## src/rtl/pipeline_hazard_ctl_pkg.sv

```systemverilog
// Purpose: shared types and constants for the pipeline hazard sequencer.
// Latency: n/a (types and a combinational helper only).
// Backpressure: n/a.
package pipeline_hazard_ctl_pkg;

    localparam int REG_ADDR_WIDTH = 5;

    typedef enum logic [1:0] {
        HZ_RUN      = 2'd0,
        HZ_LOAD_USE = 2'd1,
        HZ_FLUSH    = 2'd2
    } hazard_state_t;

    // A load in EX feeding a source that ID actually reads; x0 is hardwired zero and never hazards.
    function automatic logic load_use_hit(
        input logic                      ex_mem_read,
        input logic [REG_ADDR_WIDTH-1:0] ex_rd,
        input logic                      uses_rs1,
        input logic [REG_ADDR_WIDTH-1:0] rs1,
        input logic                      uses_rs2,
        input logic [REG_ADDR_WIDTH-1:0] rs2
    );
        return ex_mem_read && (ex_rd != '0) &&
               ((uses_rs1 && (rs1 == ex_rd)) || (uses_rs2 && (rs2 == ex_rd)));
    endfunction

endpackage

```

## src/rtl/pipeline_hazard_ctl_perf_counter_sat.sv

```systemverilog
// Purpose: enable-driven event counter that sticks at all-ones instead of wrapping.
// Latency: count visible one cycle after the enabled edge.
// Backpressure: none; an increment at saturation is silently dropped.
module perf_counter_sat #(
    parameter int WIDTH = 32
) (
    input  logic             clock,
    input  logic             reset,
    input  logic             inc_i,
    output logic [WIDTH-1:0] count_o
);

    logic [WIDTH-1:0] count_q;
    logic [WIDTH-1:0] count_d;

    // Advance only when requested and not already pinned at the ceiling.
    always_comb begin
        count_d = count_q;
        if (inc_i && (count_q != {WIDTH{1'b1}})) begin
            count_d = count_q + WIDTH'(1);
        end
    end

    // Counter register, cleared by the asynchronous reset.
    always_ff @(posedge clock or negedge reset) begin
        if (!reset) begin
            count_q <= '0;
        end else begin
            count_q <= count_d;
        end
    end

    assign count_o = count_q;

endmodule

```

## src/rtl/pipeline_hazard_ctl.sv

```systemverilog
// Purpose: arbitrates memory stall, EX redirect and ID load-use; sequences stall/flush windows.
// Latency: stage controls are Mealy (same cycle); counters and timeout update on the next edge.
// Backpressure: want_stall freezes every stage and all sequencing state until released.
module pipeline_hazard_ctl
    import pipeline_hazard_ctl_pkg::*;
#(
    parameter int LOAD_USE_CYCLES = 1,
    parameter int FLUSH_CYCLES    = 0,
    parameter int MEM_TIMEOUT     = 255,
    parameter int COUNTER_WIDTH   = 32
) (
    input  logic                      clock,
    input  logic                      reset,
    input  logic                      want_stall,
    input  logic                      redirect,
    input  logic [REG_ADDR_WIDTH-1:0] id_rs1,
    input  logic [REG_ADDR_WIDTH-1:0] id_rs2,
    input  logic                      id_uses_rs1,
    input  logic                      id_uses_rs2,
    input  logic [REG_ADDR_WIDTH-1:0] ex_rd,
    input  logic                      ex_mem_read,
    output logic                      pc_write_enable,
    output logic                      if_id_write_enable,
    output logic                      if_id_flush,
    output logic                      id_ex_bubble,
    output logic                      no_stall,
    output logic [COUNTER_WIDTH-1:0]  stall_count,
    output logic [COUNTER_WIDTH-1:0]  flush_count,
    output logic                      mem_timeout
);

    // Reload values: the entry cycle itself is the first bubble/flush, so the counter covers the rest.
    localparam logic [3:0]  LU_RELOAD   = 4'((LOAD_USE_CYCLES > 1) ? LOAD_USE_CYCLES - 2 : 0);
    localparam logic [3:0]  FL_RELOAD   = 4'((FLUSH_CYCLES > 0) ? FLUSH_CYCLES - 1 : 0);
    localparam logic [15:0] TIMEOUT_LIM = 16'(MEM_TIMEOUT);

    hazard_state_t state_q, state_d;
    logic [3:0]    cnt_q, cnt_d;
    logic [15:0]   wait_q, wait_d;
    logic          mem_timeout_q, mem_timeout_d;

    logic pc_we, ifid_we, ifid_fl, bubble, adv, redirect_acc, lu;

    assign lu = load_use_hit(ex_mem_read, ex_rd, id_uses_rs1, id_rs1, id_uses_rs2, id_rs2);

    // Hazard arbitration and window sequencing: want_stall > redirect > load-use.
    always_comb begin
        state_d      = state_q;
        cnt_d        = cnt_q;
        pc_we        = 1'b1;
        ifid_we      = 1'b1;
        ifid_fl      = 1'b0;
        bubble       = 1'b0;
        adv          = 1'b1;
        redirect_acc = 1'b0;
        if (want_stall) begin
            // Whole pipe frozen; a redirect in EX will re-present once memory is ready.
            pc_we   = 1'b0;
            ifid_we = 1'b0;
            adv     = 1'b0;
        end else if (redirect) begin
            // Wrong-path fetch and decode are squashed, any pending load-use window is moot.
            ifid_fl      = 1'b1;
            bubble       = 1'b1;
            redirect_acc = 1'b1;
            if (FLUSH_CYCLES > 0) begin
                state_d = HZ_FLUSH;
                cnt_d   = FL_RELOAD;
            end else begin
                state_d = HZ_RUN;
                cnt_d   = '0;
            end
        end else begin
            case (state_q)
                HZ_LOAD_USE: begin
                    pc_we   = 1'b0;
                    ifid_we = 1'b0;
                    bubble  = 1'b1;
                    if (cnt_q == 4'd0) state_d = HZ_RUN;
                    else               cnt_d   = cnt_q - 4'd1;
                end
                HZ_FLUSH: begin
                    ifid_fl = 1'b1;
                    bubble  = 1'b1;
                    if (cnt_q == 4'd0) state_d = HZ_RUN;
                    else               cnt_d   = cnt_q - 4'd1;
                end
                default: begin
                    if (lu) begin
                        pc_we   = 1'b0;
                        ifid_we = 1'b0;
                        bubble  = 1'b1;
                        if (LOAD_USE_CYCLES > 1) begin
                            state_d = HZ_LOAD_USE;
                            cnt_d   = LU_RELOAD;
                        end else begin
                            state_d = HZ_RUN;
                        end
                    end
                end
            endcase
        end
    end

    // Memory wait watchdog: count consecutive stall cycles, latch the timeout once the limit is reached.
    always_comb begin
        wait_d        = '0;
        mem_timeout_d = mem_timeout_q;
        if (want_stall) begin
            wait_d = (wait_q == 16'hFFFF) ? wait_q : wait_q + 16'd1;
            if (wait_q >= TIMEOUT_LIM) mem_timeout_d = 1'b1;
        end
    end

    // Sequencer and watchdog state registers.
    always_ff @(posedge clock or negedge reset) begin
        if (!reset) begin
            state_q       <= HZ_RUN;
            cnt_q         <= '0;
            wait_q        <= '0;
            mem_timeout_q <= 1'b0;
        end else begin
            state_q       <= state_d;
            cnt_q         <= cnt_d;
            wait_q        <= wait_d;
            mem_timeout_q <= mem_timeout_d;
        end
    end

    // While reset is held the pipe runs free regardless of hazard inputs.
    assign pc_write_enable    = reset ? pc_we   : 1'b1;
    assign if_id_write_enable = reset ? ifid_we : 1'b1;
    assign if_id_flush        = reset ? ifid_fl : 1'b0;
    assign id_ex_bubble       = reset ? bubble  : 1'b0;
    assign no_stall           = reset ? adv     : 1'b1;
    assign mem_timeout        = mem_timeout_q;

    perf_counter_sat #(.WIDTH(COUNTER_WIDTH)) u_stall_cnt (
        .clock   (clock),
        .reset   (reset),
        .inc_i   (~pc_we),
        .count_o (stall_count)
    );

    perf_counter_sat #(.WIDTH(COUNTER_WIDTH)) u_flush_cnt (
        .clock   (clock),
        .reset   (reset),
        .inc_i   (redirect_acc),
        .count_o (flush_count)
    );

endmodule

```

## config.mk

```make
export PLATFORM = sky130hd
export DESIGN_NAME = pipeline_hazard_ctl
export DESIGN_NICKNAME = d
export VERILOG_FILES = /design/src/rtl/pipeline_hazard_ctl_pkg.sv /design/src/rtl/pipeline_hazard_ctl_perf_counter_sat.sv /design/src/rtl/pipeline_hazard_ctl.sv
export SDC_FILE = /design/constraint.sdc
export NUM_CORES = 1
export LEC_CHECK = 0
export CORE_ASPECT_RATIO = 1.4
export CORE_MARGIN = 4
export CORE_UTILIZATION = 45
export CTS_CLUSTER_SIZE = 16
export DETAILED_ROUTE_END_ITERATION = 6
export MAX_ROUTING_LAYER = met4
export PLACE_DENSITY = 0.76
export SLEW_MARGIN = 20
export SYNTH_ARGS = -nofsm -noshare
export SYNTH_HDL_FRONTEND = slang
export SYNTH_SLANG_ARGS = --single-unit
```

## constraint.sdc

```tcl
create_clock -name clock -period 2 [get_ports clock]
set_input_delay 0.4 -clock clock [delete_from_list [all_inputs] [get_ports clock]]
set_output_delay 0.4 -clock clock [all_outputs]
set_load 0.03 [all_outputs]
```

==> results.json <==
{
  "ir_drop_v": 0.000661,
  "max-slew-margin-rel_pct": 41.8,
  "die_area_mm2": 0.0104,
  "fin_tns_setup_ns": -0.365,
  "min_period_ns": 2.10,
  "clkTransAtPathRegs_ns": 0.06,
  "leakage_nw": 2.75,
  "die_w_um": 87.5,
  "grt_usage_pct": 23.7,
  "drv_slew": 0,
  "fmax_mhz": 475,
  "crit_type": "input port to output pin",
  "finalHoldViolCount": 0,
  "drtIter0Drc": 153,
  "rsz0062_at_grt": "true",
  "overflow": 0,
  "coreArea_mm2": 0.00861,
  "die_h_um": 119,
  "final_util_pct": 73.3,
  "tightestPinTransition_ns": 0.871,
  "power_density_mw_per_mm2": 783,
  "total_power_mw": 4.94,
  "hp-class": "input port to async pin",
  "h-tree-depth": 3,
  "endpoint_kind": "output pin",
  "cp_max_fo": 2,
  "final_cells": 678,
  "yosysUniqueCellTypes": 39,
  "synth_fp_nets": 413,
  "cts_root_buf": "clkbuf_16",
  "arrival_ns": 1.70,
  "dp_hpwl_um": 7820,
  "critPathLaunchType": "input port",
  "dr.pass1.iters": 4,
  "postPlaceCellArea_mm2": 0.00569,
  "vias_per_cell": 5.34,
  "nNetsFinal": 593,
  "synth_area_mm2": 0.00398,
  "grt_max_degree": 30,
  "yosysWarnings": 0,
  "syn_inst": 388,
  "syn_to_final_growth_pct": 58.7,
  "timing.final.ws_setup_ns": -0.103,
  "status": "complete, but fails checks",
  "ioPinCount": 92,
  "critical_path_required_ns": 1.60,
  "setup-violations-final": 6,
  "layout_common_cells": "80 x buf_4, 67 x clkdlybuf4s50_1, 55 x dfrtp_1",
  "postRouteWirelength_um": 11600,
  "violations": "setup timing",
  "initial_core_util_pct": 46.2,
  "drc": 0,
  "rows": 40,
  "final_layout_size_suffix_gt1_share_pct": 35.1,
  "cap_violations": 0,
  "antenna_found_initial": 0,
  "n_fill_cell": 586,
  "r2r_cells": 7,
  "layout_commonest_cell": "buf_4",
  "period_share_pct": 105,
  "port_buffers": 91,
  "fin_worst_skew_ns": 0.0105,
  "gp_congestion": 0.843,
  "dpl.cell_count": 649,
  "seq_area_frac_synth_pct": 51.0,
  "cts_tree": "built",
  "grt_pass1_wl_um": 18900,
  "cts_buffers": 9,
  "post_drt_wl_per_cell_um": 17.1,
  "grt_pass1_vias": 3957,
  "syn_avg_cell_area_um2": 10.3,
  "ys_ff_latch": 81,
  "ant_nets": 0,
  "antenna_cells": 0,
  "cts_buffer_depth": 2,
  "cts.sinks": 81,
  "num_vias": 3621,
  "clock_latency_ns": 0.34,
  "final_area_mm2": 0.00631
}
## synthesized netlist by cell type
master     count  area, um^2
dfrtp_1       81        2030
xnor2_1       57         499
nand2_1       44         165
nand3_1       37         185
nor2_1        31         116
xor2_1        23         201
nand4_1       16         100
nor3_1        15        75.1
and3_1        13        81.3
inv_1          7        26.3
nor4_1         7        43.8
and4_1         6        52.6
and2_1         5        31.3
a21oi_1        3        15.0
ha_1           3        37.5
mux2i_1        3        30.0
nand2b_1       3        18.8
nor2b_1        3        18.8
o21ai_0        3        15.0
or3_1          3        18.8
or4_1          3        22.5
a31oi_1        2        12.5
buf_2          2        10.0
buf_6          2        22.5
clkbuf_1       2        7.51
a211oi_2       1        12.5
a21o_1         1        7.51
and4bb_2       1        12.5
buf_4          1        7.51
nor4_2         1        12.5
nor4b_4        1        23.8
o2111a_1       1        11.3
o2111ai_1      1        8.76
o211a_1        1        10.0
o21a_1         1        7.51
o22ai_1        1        6.26
or2_1          1        6.26
or2_2          1        6.26
or4_4          1        11.3
## path summary, 6_finish.rpt
| check | slack, ns | startpoint | to |
|---|---|---|---|
| worst max-delay path | -0.10 | ex_rd[4] | if_id_write_enable |
| worst min register to register | 0.45 | mem_timeout$_DFFE_PN0P_ | mem_timeout$_DFFE_PN0P_ |
| worst min-delay path | 0.12 | reset | wait_q[1]$_DFFE_PN0P_ |
| max in group asynchronous | 0.57 | reset | u_flush_cnt.count_o[17]$_DFFE_PN0P_ |
| worst max register to register | 0.03 | u_stall_cnt.count_o[10]$_DFFE_PN0P_ | u_stall_cnt.count_o[20]$_DFFE_PN0P_ |
| min in group clock | 0.45 | mem_timeout$_DFFE_PN0P_ | mem_timeout$_DFFE_PN0P_ |
## critical path, cell delays in order
cell	delay, ns
buf_8	0.10
or4_4	0.54
o21ai_4	0.19
nor2_2	0.06
a21oi_2	0.13
nand2b_4	0.16
buf_6	0.13
## state kept, by name, summed over array words and instances (netlist names)
| register | cells |
|---|---|
| u_stall_cnt.count_o | 32 |
| mem_timeout | 1 |
| u_flush_cnt.count_o | 32 |
| wait_q | 16 |
## logic make-up (layout without fill, tap and decap cells)
| family | count (synthesis) | after routing | share of synthesized area [%] |
|---|---|---|---|
| buffers and inverters | 14 | 199 | 1.86 |
| adders and majority gates | 3 | 3 | 0.944 |
| muxes | 3 | 3 | 0.755 |
| xor gates and xnor gates | 80 | 80 | 17.6 |
| and+or+nand+nor | 192 | 192 | 25.2 |
| AOI/OAI and AO/OA | 15 | 15 | 2.67 |
| DFF | 81 | 81 | 51.0 |
## layer usage
metal  global-route usage [%]  part of all wire [%]
met5                        -                     0
met1                     28.4                    40
met3                     3.46                   4.1
met4                     8.64                   2.1
met2                     40.0                    54
## stage by stage
step / worst slack, ns / hold slack [ns]
6_report: -0.103 / 0.115
5_1_grt: -0.151 / 0.136
4_1_cts: -0.132 / 0.112
3_5_place_dp: -0.668 / 0.326
3_3_place_gp: -0.580 / 0.328
2_1_floorplan: -0.168 / 0.104
## final cells by class
class | instances | area, um^2 | area share (%)
multi-input cells | 293 | 2240 | 35.5
well taps | 105 | 131 | 2.08
clock buffers | 10 | 229 | 3.63
repair buffers | 176 | 1560 | 24.6
inverters | 7 | 26.3 | 0.416
flip-flops and latches | 81 | 2060 | 32.6
clock inverters | 6 | 67.6 | 1.07
## what timing repair did
item | CTS | global route
pin swaps | 24 | 41
endpoints found under the hold margin | 18 | 0
gates cloned | 0 | 1
setup buffers | 3 | 9
hold buffers | 1 | 0
endpoints found under the setup margin | 37 | 57
resized for setup | 56 | 42
## where the power goes
| group | total [mW] | switching (mW) | leakage [nW] | internal (mW) |
|---|---|---|---|---|
| clock network | 1.67 | 0.699 | 0.139 | 0.972 |
| logic | 1.34 | 0.724 | 1.58 | 0.618 |
| registers | 1.93 | 0.133 | 1.04 | 1.79 |
Note: power is estimated with default switching activity, not from simulation.
